File: src/rtl/cla_pipe_adder_if.sv
// cla_pipe_adder_if
//   Operand/result channel of the pipelined CLA adder/subtractor.
//   Input side : in_valid, in_ready, a, b, cin, sub
//   Output side: out_valid, out_ready, sum, cout, ovf
//   master = producer of operands / consumer of results (e.g. a bench or MAC)
//   slave  = the adder itself
interface cla_pipe_adder_if #(
    parameter int WIDTH = 16
);
    logic             in_valid;
    logic             in_ready;
    logic [WIDTH-1:0] a;
    logic [WIDTH-1:0] b;
    logic             cin;
    logic             sub;
    logic             out_valid;
    logic             out_ready;
    logic [WIDTH-1:0] sum;
    logic             cout;
    logic             ovf;

    modport master (
        output in_valid, a, b, cin, sub, out_ready,
        input  in_ready, out_valid, sum, cout, ovf
    );

    modport slave (
        input  in_valid, a, b, cin, sub, out_ready,
        output in_ready, out_valid, sum, cout, ovf
    );
endinterface

File: src/rtl/cla_pipe_adder.sv
// cla_pipe_adder
//   Pipelined carry-lookahead adder/subtractor. WIDTH bits are split into
//   NGRP = WIDTH/BLOCK lookahead groups; stage k resolves group k, so the
//   latency is NGRP cycles and throughput is one result per cycle.
//   Ports:
//     clk  - rising-edge clock
//     rst  - synchronous, active-high reset (flushes every in-flight result)
//     bus  - cla_pipe_adder_if.slave: valid/ready operand input (a, b, cin,
//            sub) and valid/ready result output (sum, cout, ovf)
//   sub=1 computes a - b - cin; cout is then NOT-borrow. ovf is signed
//   overflow. The whole pipe advances together when the output is empty
//   or being popped.
module cla_pipe_adder #(
    parameter int WIDTH = 16,
    parameter int BLOCK = 4
) (
    input  logic            clk,
    input  logic            rst,
    cla_pipe_adder_if.slave bus
);
    localparam int NGRP = WIDTH / BLOCK;

    if (WIDTH % BLOCK != 0) begin : g_width_check
        $error("cla_pipe_adder: WIDTH (%0d) must be a multiple of BLOCK (%0d)", WIDTH, BLOCK);
    end

    // One BLOCK-bit lookahead group. Each carry is a flat sum of products of
    // g/p terms and the group carry-in, so nothing ripples inside the group.
    // Returns {carry into group MSB, group carry-out, group sum}.
    function automatic logic [BLOCK+1:0] cla_group(input logic [BLOCK-1:0] x,
                                                   input logic [BLOCK-1:0] y,
                                                   input logic             ci);
        logic [BLOCK-1:0] g;
        logic [BLOCK-1:0] p;
        logic [BLOCK:0]   c;
        logic             acc;
        logic             pp;
        g    = x & y;
        p    = x ^ y;
        c    = '0;
        c[0] = ci;
        for (int i = 0; i < BLOCK; i++) begin
            acc = g[i];
            pp  = p[i];
            for (int j = i - 1; j >= 0; j--) begin
                acc = acc | (pp & g[j]);
                pp  = pp & p[j];
            end
            c[i+1] = acc | (pp & ci);
        end
        return {c[BLOCK-1], c[BLOCK], p ^ c[BLOCK-1:0]};
    endfunction

    logic adv;

    // Stage registers, index k = output of stage k. Operand skew registers
    // are shifted down so the next group to resolve always sits at bit 0.
    logic             vld_p [NGRP];
    logic [WIDTH-1:0] a_p   [NGRP];
    logic [WIDTH-1:0] b_p   [NGRP];
    logic [WIDTH-1:0] s_p   [NGRP];
    logic             c_p   [NGRP];

    // Stage inputs and combinational results.
    logic             v_s  [NGRP];
    logic [WIDTH-1:0] a_s  [NGRP];
    logic [WIDTH-1:0] b_s  [NGRP];
    logic [WIDTH-1:0] s_s  [NGRP];
    logic             c_s  [NGRP];
    logic [WIDTH-1:0] s_n  [NGRP];
    logic             co_n [NGRP];
    logic             cm_n [NGRP];

    logic [WIDTH-1:0] sum_q;
    logic             cout_q;
    logic             ovf_q;

    assign adv           = ~vld_p[NGRP-1] | bus.out_ready;
    assign bus.in_ready  = adv & ~rst;
    assign bus.out_valid = vld_p[NGRP-1];
    assign bus.sum       = sum_q;
    assign bus.cout      = cout_q;
    assign bus.ovf       = ovf_q;

    always_comb begin
        logic [BLOCK+1:0] grp;
        int               km1;
        grp = '0;
        km1 = 0;
        for (int k = 0; k < NGRP; k++) begin
            km1 = (k == 0) ? 0 : k - 1;
            if (k == 0) begin
                // Operand conditioning at accept: subtract is a + ~b + 1.
                v_s[k] = bus.in_valid & bus.in_ready;
                a_s[k] = bus.a;
                b_s[k] = bus.sub ? ~bus.b : bus.b;
                c_s[k] = bus.cin ^ bus.sub;
                s_s[k] = '0;
            end else begin
                v_s[k] = vld_p[km1];
                a_s[k] = a_p[km1];
                b_s[k] = b_p[km1];
                c_s[k] = c_p[km1];
                s_s[k] = s_p[km1];
            end
            grp                     = cla_group(a_s[k][BLOCK-1:0], b_s[k][BLOCK-1:0], c_s[k]);
            s_n[k]                  = s_s[k];
            s_n[k][k*BLOCK +: BLOCK] = grp[BLOCK-1:0];
            co_n[k]                 = grp[BLOCK];
            cm_n[k]                 = grp[BLOCK+1];
        end
    end

    // Stage boundary: valid bits, the only pipeline state under reset.
    always_ff @(posedge clk) begin
        if (rst) begin
            for (int k = 0; k < NGRP; k++) vld_p[k] <= 1'b0;
        end else if (adv) begin
            for (int k = 0; k < NGRP; k++) vld_p[k] <= v_s[k];
        end
    end

    // Stage boundary: operand skew, partial sum and group carry.
    always_ff @(posedge clk) begin
        if (adv) begin
            for (int k = 0; k < NGRP; k++) begin
                a_p[k] <= a_s[k] >> BLOCK;
                b_p[k] <= b_s[k] >> BLOCK;
                s_p[k] <= s_n[k];
                c_p[k] <= co_n[k];
            end
        end
    end

    // Final stage boundary: result registers load only with a valid result,
    // so they hold through stalls and bubbles.
    always_ff @(posedge clk) begin
        if (rst) begin
            sum_q  <= '0;
            cout_q <= 1'b0;
            ovf_q  <= 1'b0;
        end else if (adv && v_s[NGRP-1]) begin
            sum_q  <= s_n[NGRP-1];
            cout_q <= co_n[NGRP-1];
            ovf_q  <= cm_n[NGRP-1] ^ co_n[NGRP-1];
        end
    end
endmodule
File: src/flat_wrapper.sv
// flat-port wrapper written by rule: the top's interface ports become plain ports
module cla_pipe_adder_flat 
#(
    parameter int WIDTH = 16,
    parameter int BLOCK = 4
)
  (clk, rst, bus_in_valid, bus_a, bus_b, bus_cin, bus_sub, bus_out_ready, bus_in_ready, bus_out_valid, bus_sum, bus_cout, bus_ovf);
  cla_pipe_adder_if #(.WIDTH(WIDTH)) bus_i ();
  input  logic clk;
  input  logic rst;
  input wire logic [$bits(bus_i.in_valid)-1:0] bus_in_valid;
  input wire logic [$bits(bus_i.a)-1:0] bus_a;
  input wire logic [$bits(bus_i.b)-1:0] bus_b;
  input wire logic [$bits(bus_i.cin)-1:0] bus_cin;
  input wire logic [$bits(bus_i.sub)-1:0] bus_sub;
  input wire logic [$bits(bus_i.out_ready)-1:0] bus_out_ready;
  output wire logic [$bits(bus_i.in_ready)-1:0] bus_in_ready;
  output wire logic [$bits(bus_i.out_valid)-1:0] bus_out_valid;
  output wire logic [$bits(bus_i.sum)-1:0] bus_sum;
  output wire logic [$bits(bus_i.cout)-1:0] bus_cout;
  output wire logic [$bits(bus_i.ovf)-1:0] bus_ovf;
  assign bus_i.in_valid = bus_in_valid;
  assign bus_i.a = bus_a;
  assign bus_i.b = bus_b;
  assign bus_i.cin = bus_cin;
  assign bus_i.sub = bus_sub;
  assign bus_i.out_ready = bus_out_ready;
  assign bus_in_ready = bus_i.in_ready;
  assign bus_out_valid = bus_i.out_valid;
  assign bus_sum = bus_i.sum;
  assign bus_cout = bus_i.cout;
  assign bus_ovf = bus_i.ovf;
  cla_pipe_adder #(.WIDTH(WIDTH), .BLOCK(BLOCK)) u_core (.clk(clk), .rst(rst), .bus(bus_i));
endmodule
File: config.mk
export PLATFORM = sky130hd
export DESIGN_NAME = cla_pipe_adder_flat
export DESIGN_NICKNAME = d
export VERILOG_FILES = /design/src/rtl/cla_pipe_adder_if.sv /design/src/rtl/cla_pipe_adder.sv /design/src/flat_wrapper.sv
export SDC_FILE = /design/constraint.sdc
export NUM_CORES = 1
export LEC_CHECK = 0
export BUFFER_PORTS_ARGS = -buffer_cell sky130_fd_sc_hd__buf_4
export CELL_PAD_IN_SITES_DETAIL_PLACEMENT = 0
export CELL_PAD_IN_SITES_GLOBAL_PLACEMENT = 1
export CORE_MARGIN = 4
export CORE_UTILIZATION = 49
export CTS_BUF_LIST = sky130_fd_sc_hd__clkbuf_2
export DETAILED_ROUTE_END_ITERATION = 10
export GPL_ROUTABILITY_DRIVEN = 1
export PLACE_DENSITY_LB_ADDON = 0.1
export SYNTH_ARGS = -nofsm -noshare
export SYNTH_HDL_FRONTEND = slang
export SYNTH_SLANG_ARGS = --single-unit
File: constraint.sdc
create_clock -name clk -period 2.6 [get_ports clk]
set_clock_uncertainty 0.15 [all_clocks]
set_input_delay 0.26 -clock clk [delete_from_list [all_inputs] [get_ports clk]]
set_output_delay 0.26 -clock clk [all_outputs]
set_load 0.03 [all_outputs]
Word-level counts from Yosys, hierarchy flattened
Memory sizes are Yosys's and may differ from the RTL's.
Index checks and enable logic that the tools add are counted.
- register bits: 18
- bits in writable memories: 168
- input bits: 38
- output and inout bits: 20
- word-level logic and storage cells: 148
- memories: 5
- memories (memory ; depth ; bits a word ; read ports ; clocked after memory_dff ; write ports ; line ; source):
    u_core.s_p ; 4 ; 16 ; 3 ; 0 ; 4 ; cla_pipe_adder.sv:61 ; logic [WIDTH-1:0] s_p [NGRP];
    u_core.a_p ; 4 ; 12 ; 3 ; 0 ; 4 ; cla_pipe_adder.sv:59 ; logic [WIDTH-1:0] a_p [NGRP];
    u_core.b_p ; 4 ; 12 ; 3 ; 0 ; 4 ; cla_pipe_adder.sv:60 ; logic [WIDTH-1:0] b_p [NGRP];
    u_core.c_p ; 4 ; 1 ; 3 ; 0 ; 4 ; cla_pipe_adder.sv:62 ; logic c_p [NGRP];
    u_core.vld_p ; 4 ; 1 ; 4 ; 0 ; 4 ; cla_pipe_adder.sv:58 ; logic vld_p [NGRP];
- mux-type cells: 11
- bitwise gates (word level): 128
- reductions and logical operators: 1
- operator list (operator ; count):
    $and 1x1->1 ; 66
    $or 1x1->1 ; 45
    $xor 4x4->4 ; 8
    $and 4x4->4 ; 4
    $mux 16 ; 1
    $not 16->16 ; 1
    $mux 1 ; 10
    $not 1->1 ; 2
    $xor 1x1->1 ; 2
    $logic_and 1x1->1 ; 1

Depth between registers and ports, before layout
Gate-level depths: netlist of run 1.
- depth in word-level cells: 8
- depth in mapped cells: 8
- gate-level depth less buffers: 6

Worst setup path before layout of run 1
OpenSTA, ideal clock, no wires.
- path kind: register to register
- start: mem u_core.vld_p[3]
- end: reg u_core.sum_q[15] (netlist: u_core.bus.sum[15])
- library setup time: 0.122 ns
- data arrival time: 1.972 ns
- required time: 2.328 ns
- slack: 0.356 ns
- cell stages (with the launch flop): 5
- buffers on the path: 1
- clock period less this slack: 2.244 ns
- cell sequence: edfxtp_1 -> nand2b_4 -> nand2_1 -> buf_4 -> a311o_1
- RTL lines (what ; line ; source):
    start: declaration ; cla_pipe_adder.sv:58 ;
    end signal: assignment ; cla_pipe_adder.sv:143 ; sum_q <= s_n[NGRP-1];
    end: declaration ; cla_pipe_adder.sv:74 ; logic [WIDTH-1:0] sum_q;

==> results of run 1 <==
-- Yosys cell counts (4+ instances only) --
cell       n  area share
xor2_1    19       0.043
ha_1      18       0.058
xnor2_1    8       0.018
nor2_1     5      0.0048
nand2_1   28       0.027
a21o_1     5      0.0097
edfxtp_1  79        0.61
inv_1     18       0.017
fa_1       4       0.021
dfxtp_1   18       0.093
a21oi_1   17       0.022
-- cells in the final DEF, fill, tap and decap left out, types with 2 or more instances in the layout --
cell type,count
fa_1,4
and2_1,2
xor2_1,19
nor2_1,5
o21a_1,2
edfxtp_1,79
a211oi_1,3
clkinv_4,2
and3_1,3
dfxtp_1,18
inv_1,18
o21bai_1,3
nand2_1,28
clkbuf_2,10
o21ai_0,2
ha_1,18
dlygate4sd3_1,30
buf_4,59
xnor2_1,8
a21oi_1,17
a21o_1,5
nand2b_1,2
-- cell families (layout without fill, tap and decap cells) --
| family | Yosys count | after routing | share of synthesized area |
|---|---|---|---|
| AND/OR/NAND/NOR | 45 | 45 | 0.0581 |
| flip-flops | 97 | 97 | 0.705 |
| buffers and inverters | 26 | 122 | 0.0310 |
| adder cells (fa/ha/maj) | 22 | 22 | 0.0787 |
| XOR/XNOR | 27 | 27 | 0.0610 |
| AO/OA/AOI/OAI | 38 | 38 | 0.0642 |
| multiplexers | 1 | 1 | 0.00258 |
-- worst register-to-register path: cells and delay by family, from the launching register on --
kind / cells / cell delay (ps)
AOI/OAI and AO/OA: 3 / 760
adders and majority gates: 1 / 330
DFF: 1 / 450
and+or+nand+nor: 1 / 150
-- sequential cells by signal (all words and copies together), names as in the netlist --
name	cells
u_core.a_p	24
u_core.b_p	24
u_core.bus.cout	1
u_core.bus.ovf	1
u_core.bus.sum	16
u_core.c_p	3
u_core.s_p	24
u_core.vld_p	4
-- path summary, 6_finish.rpt --
path	start	end	slack, ps	cells past startpoint
worst max-delay path	bus_sub	u_core.c_p[0]	610	7
worst min-delay path	bus_a[0]	u_core.s_p[0][0]	120	4
worst max register to register	u_core.a_p[2][0]	u_core.bus.sum[15]	690	5
worst min register to register	u_core.b_p[1][7]	u_core.b_p[2][3]	300	0
-- through the flow --
step	cell area [µm²]	total power, mW	cells	util	hold slack [ps]
2_1_floorplan	3880	2.31	256	-	209
3_3_place_gp	4400	2.43	409	0.569	251
3_5_place_dp	4400	2.45	409	0.569	255
4_1_cts	4770	3.06	453	0.617	7.44
5_1_grt	4780	3.19	454	0.619	55.7
6_report	4780	3.01	454	0.619	117
-- where the power goes --
| part | internal (mW) | switching (mW) |
|---|---|---|
| registers | 1.94 | 0.0669 |
| logic | 0.220 | 0.210 |
| clock network | 0.124 | 0.444 |
| total | 2.29 | 0.721 |
-- layout make-up --
type                    count  area share
clock inverters             5     0.00707
repair buffers             89       0.155
well taps                 102      0.0267
clock buffers              10      0.0105
inverters                  18      0.0141
multi-input cells         133       0.215
flip-flops and latches     97       0.572
-- per-layer routing --
metal	part of all wire	track usage
met1	0.43	0.151
met2	0.51	0.221
met3	0.047	0.0454
met4	0.013	0.0389
met5	0	0
-- repair_timing --
item | CTS | global route
hold buffers | 29 | 1
hold endpoints to repair | 45 | 2
gates resized for setup | 0 | 0
==> results.py, run 1 <==
metrics = {
    "sta": {
        "grt_setup_unrepaired": "no",
        "max-slew-margin-rel": 0.531,
        "setup_tns_ps": 0,
        "period_needed_ps": 1990,
        "tightest_slew_ps": 704,
        "fmax_mhz": 503,
        "finalMaxSlewViolations": 0,
        "fin_ws_ps": 611,
        "hold_viol_final": 0,
        "finalSetupViolCount": 0,
        "finalCritPeriodShare": 0.765,
    },
    "critical_path": {
        "critPathBufInv": 2,
        "worst-endpoint-arrival_ps": 2150,
        "worstPathMaxFanout": 17,
        "worstSetupStartpointType": "input pin",
        "path_common_cell": "o21a_1",
        "setup.worst_path.end_class": "register",
        "path_delay_family": "buffers and inverters",
        "slowest_delay_ps": 520,
        "path_cells": "dlygate4sd3_1 -> buf_4 -> xor2_1 -> ha_1 -> o21a_1 -> o21a_1 -> a21o_1",
        "path_class": "in2reg",
        "cp_data_required_time_ps": 2760,
        "critPathSlowestCell": "dlygate4sd3_1",
    },
    "floorplanning": {
        "coreArea_mm2": 0.00773,
        "fp.dieH_um": 97.0,
        "die_w_um": 97.0,
        "io_pins": 58,
        "initial_utilization": 0.502,
        "die-area_mm2": 0.00940,
        "rows": 32,
    },
    "global_route": {
        "antenna_found_initial": 0,
        "grt_pass1_vias": 2187,
        "grt_pass1_wl_um": 9730,
        "gr-usage-all-layers": 0.129,
        "grt.overflow.total": 0,
        "grt_max_degree": 59,
    },
    "logic_synthesis": {
        "synthArstFlopShare": 0,
        "synth_edf_count": 79,
        "syn-num-nets": 316,
        "synthFlopType": "edfxtp_1",
        "ys_seq_area_frac": 0.705,
        "netlist_area_mm2": 0.00388,
        "synth.avg_cell_area_um2": 15.2,
        "yosys_warnings": 0,
        "synth-seq-cells": 97,
        "netlist_instances": 256,
        "synth_cell_type_count": 34,
    },
    "routing": {
        "totalWireLength_um": 5610,
        "viasPerCell": 4.72,
        "drc": 0,
        "drt_iter0_markers": 56,
        "wire_per_inst_um": 12.4,
        "antenna_left": 0,
        "vias": 2145,
        "firstDrtPassIters": 4,
    },
    "clock_tree": {
        "post_cts_buffers": 0,
        "clockBufferDepth": 2,
        "clock-root-buffer": "clkbuf_2",
        "tritoncts": "yes",
        "cts_inserted_buffers": 9,
        "clock-sinks": 97,
        "clk_latency_ps": 500,
        "htree_levels": 3,
        "clk_pin_slew_ps": 240,
    },
    "placement": {
        "hpwl_um": 3780,
        "dpl_worst_slack_ps": 575,
        "gp_congestion": 0.727,
        "io_buffer_count": 57,
    },
    "finish": {
        "ff_latch_area_mm2": 0.00273,
        "multi_input_area_mm2": 0.00103,
        "areaGrowthSynthToFinish_pct": 23.3,
        "nets": 408,
        "drive_gt1_frac": 0.224,
        "n_fill_cell": 603,
        "antenna_cells": 0,
    },
    "power_and_ir_drop": {
        "power_density_mw_per_mm2": 629,
        "power_leakage_nw": 1.99,
        "ir_drop_mv": 0.278,
    },
    "job": {
        "cap_violations": 0,
    },
    "min_path": {
        "hp-class": "in2reg",
    },
    "outcome": {
        "status": "complete, no violations",
    },
}
(Power assumes the default switching activity.)
==> inputs of run 2 (changes only) <==
--- a/config.mk
+++ b/config.mk
@@ -5,11 +5,12 @@
 export SDC_FILE = /design/constraint.sdc
 export NUM_CORES = 1
 export LEC_CHECK = 0
+export ABC_AREA = 1
 export BUFFER_PORTS_ARGS = -buffer_cell sky130_fd_sc_hd__buf_4
 export CELL_PAD_IN_SITES_DETAIL_PLACEMENT = 0
 export CELL_PAD_IN_SITES_GLOBAL_PLACEMENT = 1
 export CORE_MARGIN = 4
-export CORE_UTILIZATION = 49
+export CORE_UTILIZATION = 43
 export CTS_BUF_LIST = sky130_fd_sc_hd__clkbuf_2
 export DETAILED_ROUTE_END_ITERATION = 10
 export GPL_ROUTABILITY_DRIVEN = 1
==> constraint.sdc (replaced) <==
create_clock -name clk -period 1.75 [get_ports clk]
set_clock_uncertainty 0.15 [all_clocks]
set_input_delay 0.175 -clock clk [delete_from_list [all_inputs] [get_ports clk]]
set_output_delay 0.175 -clock clk [all_outputs]
set_load 0.03 [all_outputs]
==> run 2 against run 1 <==
Effect of this change:
- worst setup slack worse by 560 ps
- sequential cell count stayed put
- synthesized area is 1.4% higher
- power is 64% higher
- global-route usage is 1.2 points lower
- sequential share of layout area is 3.8 points lower
- non-clock buffer count is 16 higher
- register-to-register slack worse by 580 ps
- core utilization is 3.7 points lower
- synthesized cell count is 12% higher
- combinational power is 80% higher
- highest routed layer unchanged
==> results.py, run 2 <==
metrics = {
    "floorplanning": {
        "die-area_mm2": 0.0107,
        "rows": 34,
        "fp.dieH_um": 104,
        "die_w_um": 104,
        "coreArea_mm2": 0.00881,
        "io_pins": 58,
        "initial_utilization": 0.446,
    },
    "critical_path": {
        "setup.worst_path.end_class": "output pin",
        "cp_data_required_time_ps": 1420,
        "worst-endpoint-arrival_ps": 1380,
        "worstSetupStartpoint": "u_core.vld_p[3]",
        "timing.rr.start": "u_core.b_p[0][1]",
        "worstPathMaxFanout": 2,
        "worstSetupStartpointType": "register",
        "path_class": "reg2out",
    },
    "sta": {
        "fin_ws_ps": 47.2,
        "finalSetupViolCount": 0,
        "hold_viol_final": 0,
        "setup_tns_ps": 0,
        "whs_ps": 61.6,
        "fmax_mhz": 587,
        "finalCritPeriodShare": 0.973,
        "max-slew-margin-rel": 0.814,
        "finalMaxSlewViolations": 0,
        "grt_setup_unrepaired": "yes",
        "period_needed_ps": 1700,
        "tightest_slew_ps": 279,
    },
    "placement": {
        "hpwl_um": 3870,
        "dp.cells": 454,
        "io_buffer_count": 57,
        "gp_congestion": 0.767,
        "dpl_worst_slack_ps": 46.4,
    },
    "logic_synthesis": {
        "synth-seq-cells": 97,
        "synth_cell_type_count": 27,
        "yosys.area_share.simple": 0.0850,
        "synth_mux_area_frac": 0,
        "synthArstFlopShare": 0,
        "yosysMostFrequentCell": "edfxtp_1",
        "netlist_instances": 287,
        "synth_top_area_frac": 0.603,
        "ys_seq_area_frac": 0.695,
        "syn-num-nets": 347,
        "yosys_warnings": 0,
        "synth.avg_cell_area_um2": 13.7,
        "synth_edf_count": 79,
        "yosys.area_share.adder": 0.0777,
        "synth_area_leaders": "edfxtp_1, dfxtp_1, ha_1, xor2_1, nor2_1",
        "synth_top_cell_by_area": "edfxtp_1",
        "synth_compound_area_frac": 0.0376,
        "synth_top_family_by_area": "simple AND/OR/NAND/NOR gates",
        "synthXorXnorAreaFrac": 0.0646,
        "netlist_top_cells_count": "edfxtp_1, nor2_1, inv_1, nand2_1, xor2_1",
        "netlist_area_mm2": 0.00393,
        "synthFlopType": "edfxtp_1",
    },
    "routing": {
        "firstDrtPassIters": 4,
        "drt_iter0_markers": 86,
        "viasPerCell": 4.51,
        "wire_per_inst_um": 11.5,
        "vias": 2298,
        "antenna_left": 0,
        "drc": 0,
        "totalWireLength_um": 5880,
    },
    "finish": {
        "drive_gt1_frac": 0.249,
        "reg_top3": "u_core.a_p x24, u_core.b_p x24, u_core.s_p x24",
        "areaGrowthSynthToFinish_pct": 30.3,
        "fin_cells": 510,
        "antenna_cells": 0,
        "final_cell_mix": "edfxtp_1, buf_4, dlygate4sd3_1",
        "layout_commonest_cell": "edfxtp_1",
        "nets": 457,
        "n_fill_cell": 716,
    },
    "min_path": {
        "hold_start": "bus_sub",
        "hp-class": "in2reg",
    },
    "power_and_ir_drop": {
        "power_density_mw_per_mm2": 963,
        "ir_drop_mv": 0.329,
        "power_leakage_nw": 2.21,
        "total_power_mw": 4.94,
    },
    "clock_tree": {
        "clk_latency_ps": 540,
        "tritoncts": "yes",
        "cts_inserted_buffers": 9,
        "clk_pin_slew_ps": 260,
        "clockBufferDepth": 2,
        "clock-root-buffer": "clkbuf_2",
        "htree_levels": 3,
        "clock-sinks": 97,
    },
    "global_route": {
        "gr-usage-all-layers": 0.117,
        "grt_max_degree": 37,
        "grt_pass1_wl_um": 10100,
        "antenna_found_initial": 0,
        "grt.overflow.total": 0,
        "grt_pass1_vias": 2171,
    },
    "outcome": {
        "status": "complete, no violations",
    },
    "job": {
        "cap_violations": 0,
    },
}
## run 2: cell count changes after synthesis, sizes merged, moves of 3 or more
| cell | change |
|---|---|
| a21oi | -8 |
| and3 | -3 |
| o21ai | +13 |
| a21o | -3 |
| nor2 | +31 |
| inv | +13 |
| nand2b | -3 |
| o21bai | -4 |
| xor2 | +3 |
| buf | -4 |
| nand3 | +11 |
| a211oi | -4 |
| xnor2 | -4 |
## run 2: final timing paths
path                           end  cells after the start  slack [ps]
hold reg to reg   u_core.a_p[2][0]                      0         290
setup / recovery      bus_in_ready                      4          50
setup reg to reg     u_core.c_p[1]                      6         110
hold / removal    u_core.s_p[0][2]                      5          60
## run 2: power by group
part           total (mW)  internal, mW  switching, mW
Clock                1.15         0.364          0.791
Sequential           3.01          2.90          0.104
Combinational       0.773         0.390          0.384
## run 2: logic make-up after synthesis
kind of cell    count (synthesis)
simple gates                   77
fa+ha+maj                      22
compound gates                 28
buf+inv                        37
xor+xnor                       26
flops                          97
## run 2: critical path, cell delays in order (launching register included)
cell and delay (ps):
edfxtp_1 540, nand2_8 100, nand2_4 50, inv_2 50, buf_6 120
## run 2: final cells by class
class                           count  area [µm²]  area share
Multi-Input combinational cell    153        1100       0.214
Inverter                           31         124      0.0242
Sequential cell                    97        2730       0.533
Clock inverter                      7        83.8      0.0164
Timing Repair Buffer              105         905       0.177
Tap cell                          108         135      0.0264
Clock buffer                        9        45.0     0.00879
## run 2: what timing repair did
action / 4_1_cts / 5_1_grt
pin swaps: 1 / 1
hold buffers: 37 / 0
resized for setup: 4 / 8
endpoints found under the hold margin: 55 / 0
cloned: 0 / 0
buffers inserted: 3 / 0
setup endpoints to repair: 1 / 10
## run 2: layer usage
layer	vias up	GRT usage	part of all wire
li1	1193	-	-
met1	1042	0.156	0.48
met2	53	0.179	0.46
met3	10	0.0267	0.046
met4	0	0.0627	0.022
met5	-	0	0
## run 2: stage by stage
stage | cell area [µm²] | utilization
6_report | 5120 | 0.582
5_1_grt | 5120 | 0.582
4_1_cts | 5080 | 0.577
3_5_place_dp | 4550 | 0.516
3_3_place_gp | 4550 | 0.516
2_1_floorplan | 3970 | -
==> inputs of run 3 (changes only) <==
--- a/config.mk
+++ b/config.mk
@@ -5,12 +5,11 @@
 export SDC_FILE = /design/constraint.sdc
 export NUM_CORES = 1
 export LEC_CHECK = 0
-export ABC_AREA = 1
 export BUFFER_PORTS_ARGS = -buffer_cell sky130_fd_sc_hd__buf_4
 export CELL_PAD_IN_SITES_DETAIL_PLACEMENT = 0
 export CELL_PAD_IN_SITES_GLOBAL_PLACEMENT = 1
-export CORE_MARGIN = 4
-export CORE_UTILIZATION = 43
+export CORE_MARGIN = 1
+export CORE_UTILIZATION = 44
 export CTS_BUF_LIST = sky130_fd_sc_hd__clkbuf_2
 export DETAILED_ROUTE_END_ITERATION = 10
 export GPL_ROUTABILITY_DRIVEN = 1
==> run 3 against run 2 <==
Effect of this change:
- the run now ends with negative hold slack, negative setup slack left
- core utilization increased by 1.6 points
- register-to-register slack got worse by 140 ps
- worst hold slack got worse by 230 ps
- sequential share of layout area increased by 1.2 points
- design area decreased by 2.2%
- sequential cell count unchanged
- non-clock buffer count decreased by 1
- worst setup slack got worse by 80 ps
- largest power group unchanged
- routed wire length increased by 1.4%
- clock-buffer cell count increased by 2
- power decreased by 4.4%
- critical path type is now reg2reg
- clock power decreased by 13%
==> results.py, run 3 (synthesis gave the netlist of run 1 again) <==
metrics = {
    "power_and_ir_drop": {
        "power_density_mw_per_mm2": 941,
        "ir_drop_mv": 0.394,
        "p_int_mw": 3.61,
        "p_sw_mw": 1.11,
        "seqPwrFrac": 0.634,
        "power_frac_comb": 0.154,
        "power_leakage_nw": 2.10,
        "clkPwrFrac": 0.212,
        "p_sw_frac": 0.235,
    },
    "finish": {
        "layout_commonest_cell": "edfxtp_1",
        "antenna_cells": 0,
        "drive_gt1_frac": 0.269,
        "n_fill_cell": 664,
        "fin_cells": 473,
        "nets": 423,
        "final_cell_mix": "edfxtp_1, buf_4, dlygate4sd3_1",
        "fin_util": 0.598,
        "areaGrowthSynthToFinish_pct": 29.2,
        "reg_top3": "u_core.a_p x24, u_core.b_p x24, u_core.s_p x24",
        "final_area_mm2": 0.00501,
    },
    "floorplanning": {
        "fp.dieH_um": 95.9,
        "initial_utilization": 0.463,
        "io_pins": 58,
        "die-area_mm2": 0.00919,
        "coreArea_mm2": 0.00838,
        "rows": 33,
        "die_w_um": 95.9,
    },
    "global_route": {
        "grt_pass1_vias": 2103,
        "grt_pass1_wl_um": 9530,
        "gr-usage-all-layers": 0.142,
        "grt_max_degree": 55,
        "antenna_found_initial": 0,
        "grt.overflow.total": 0,
    },
    "critical_path": {
        "slowest_delay_ps": 480,
        "rrSetupSlack_ps": -30,
        "path_class": "reg2reg",
        "path_delay_family": "compound AO/OA/AOI/OAI gates",
        "worstPathMaxFanout": 3,
        "worst-endpoint-arrival_ps": 2080,
        "critPathBufInv": 1,
        "critPathSlowestCell": "edfxtp_1",
        "path_cells": "ha_4 -> a211oi_4 -> o21bai_2 -> buf_4 -> mux2i_1 -> a211oi_1",
        "cp_data_required_time_ps": 2050,
        "worstSetupStartpointType": "register",
        "rr_endpoint": "u_core.bus.ovf",
        "setup.worst_path.end_class": "register",
        "timing.rr.start": "u_core.b_p[2][0]",
        "rr_worst_depth": 6,
    },
    "sta": {
        "max-slew-margin-rel": 0.803,
        "hold_viol_final": 16,
        "period_needed_ps": 1780,
        "finalSetupViolCount": 2,
        "finalMaxSlewViolations": 0,
        "fin_ws_ps": -32.6,
        "whs_ps": -164,
        "grt_setup_unrepaired": "yes",
        "tightest_slew_ps": 293,
        "finalCritPeriodShare": 1.02,
        "fmax_mhz": 561,
    },
    "routing": {
        "drc": 0,
        "antenna_left": 0,
        "totalWireLength_um": 5970,
        "wire_per_inst_um": 12.6,
        "viasPerCell": 4.65,
        "vias": 2200,
        "firstDrtPassIters": 4,
        "drt_iter0_markers": 76,
    },
    "job": {
        "cap_violations": 0,
    },
    "min_path": {
        "hold_start": "rst",
        "min_path_cells": 2,
        "hp-class": "in2reg",
        "whs_endpoint": "u_core.bus.sum[8]",
    },
    "placement": {
        "placed_cell_area_mm2": 0.00450,
        "dp.cells": 420,
        "hpwl_um": 3800,
        "gp_congestion": 0.701,
        "io_buffer_count": 57,
    },
    "clock_tree": {
        "clock-root-buffer": "clkbuf_2",
        "clock-sinks": 97,
        "clk_latency_ps": 520,
        "cts_hold_buf": 35,
        "htree_levels": 3,
        "clk_pin_slew_ps": 230,
        "cts_inserted_buffers": 9,
        "clockBufferDepth": 2,
        "tritoncts": "yes",
    },
    "outcome": {
        "violations": "negative hold slack, negative setup slack",
        "status": "complete, but fails checks",
    },
}
==> run 3: cell types whose count changed in the layout (fill, tap and decap cells not counted), moves of 5 or more <==
cell	before	now
a21oi_1	8	15
inv_1	29	18
nand2_1	22	27
nand3_1	10	0
nor2_1	35	5
o21ai_0	14	2
==> run 3: power groups by stage <==
stage / Combinational, mW / Clock [mW] / Sequential (mW)
after floorplan: 0.396 / 0 / 3.05
after global placement: 0.616 / 0 / 3.03
after detailed placement: 0.626 / 0 / 3.05
after CTS: 0.718 / 1.06 / 2.99
after global routing: 0.813 / 1.14 / 3.02
final: 0.727 / 0.998 / 2.99
==> run 3: layout make-up <==
class	instances	area, µm²	share of cell area
clock inverter	5	47.5	0.00949
clock buffer	11	55.1	0.0110
tap	105	131	0.0262
sequential	97	2730	0.545
multi-input combinational	133	1090	0.218
inverter	18	67.6	0.0135
timing repair buffer	104	885	0.177
==> run 3: per-layer routing <==
| metal | vias up | part of all wire | GRT usage |
|---|---|---|---|
| met3 | 10 | 0.030 | 0.0284 |
| met4 | 0 | 0.017 | 0.0746 |
| met2 | 47 | 0.50 | 0.245 |
| li1 | 1111 | - | - |
| met1 | 1032 | 0.45 | 0.168 |
| met5 | - | 0 | 0 |
==> run 3: timing repair <==
action,in CTS,in global routing
setup buffers,1,1
gates resized for setup,4,4
endpoints found under the hold margin,47,16
setup endpoints to repair,8,11
pin swaps,7,8
==> run 3: worst max-delay path by stage <==
stage / start / endpoint / slack [ps] / cells after the start
after floorplan: u_core.vld_p[3] / u_core.bus.sum[10] / -290 / 6
after global placement: u_core.a_p[2][0] / u_core.bus.sum[15] / -70 / 5
after detailed placement: u_core.a_p[2][0] / u_core.bus.ovf / -100 / 6
after CTS: u_core.b_p[2][0] / u_core.bus.ovf / -60 / 6
after global routing: u_core.b_p[2][0] / u_core.bus.ovf / -80 / 6
final: u_core.b_p[2][0] / u_core.bus.ovf / -30 / 6
==> run 3: through the flow <==
step	hold slack [ps]	power, mW	TNS, ps	setup slack, ps
after floorplan	124	3.45	-6010	-290
after global placement	203	3.65	-150	-65.5
after detailed placement	204	3.67	-297	-95.4
after CTS	-220	4.77	-98.8	-57.3
after global routing	-211	4.98	-430	-78.0
final	-164	4.72	-33.4	-32.6
==> run 3: worst reg2reg max path, delay by kind of cell, from the launching register on <==
| family | cells | cell delay (ps) |
|---|---|---|
| DFF | 1 | 480 |
| buffers and inverters | 1 | 150 |
| muxes | 1 | 120 |
| AOI/OAI and AO/OA | 3 | 550 |
| adders and majority gates | 1 | 280 |
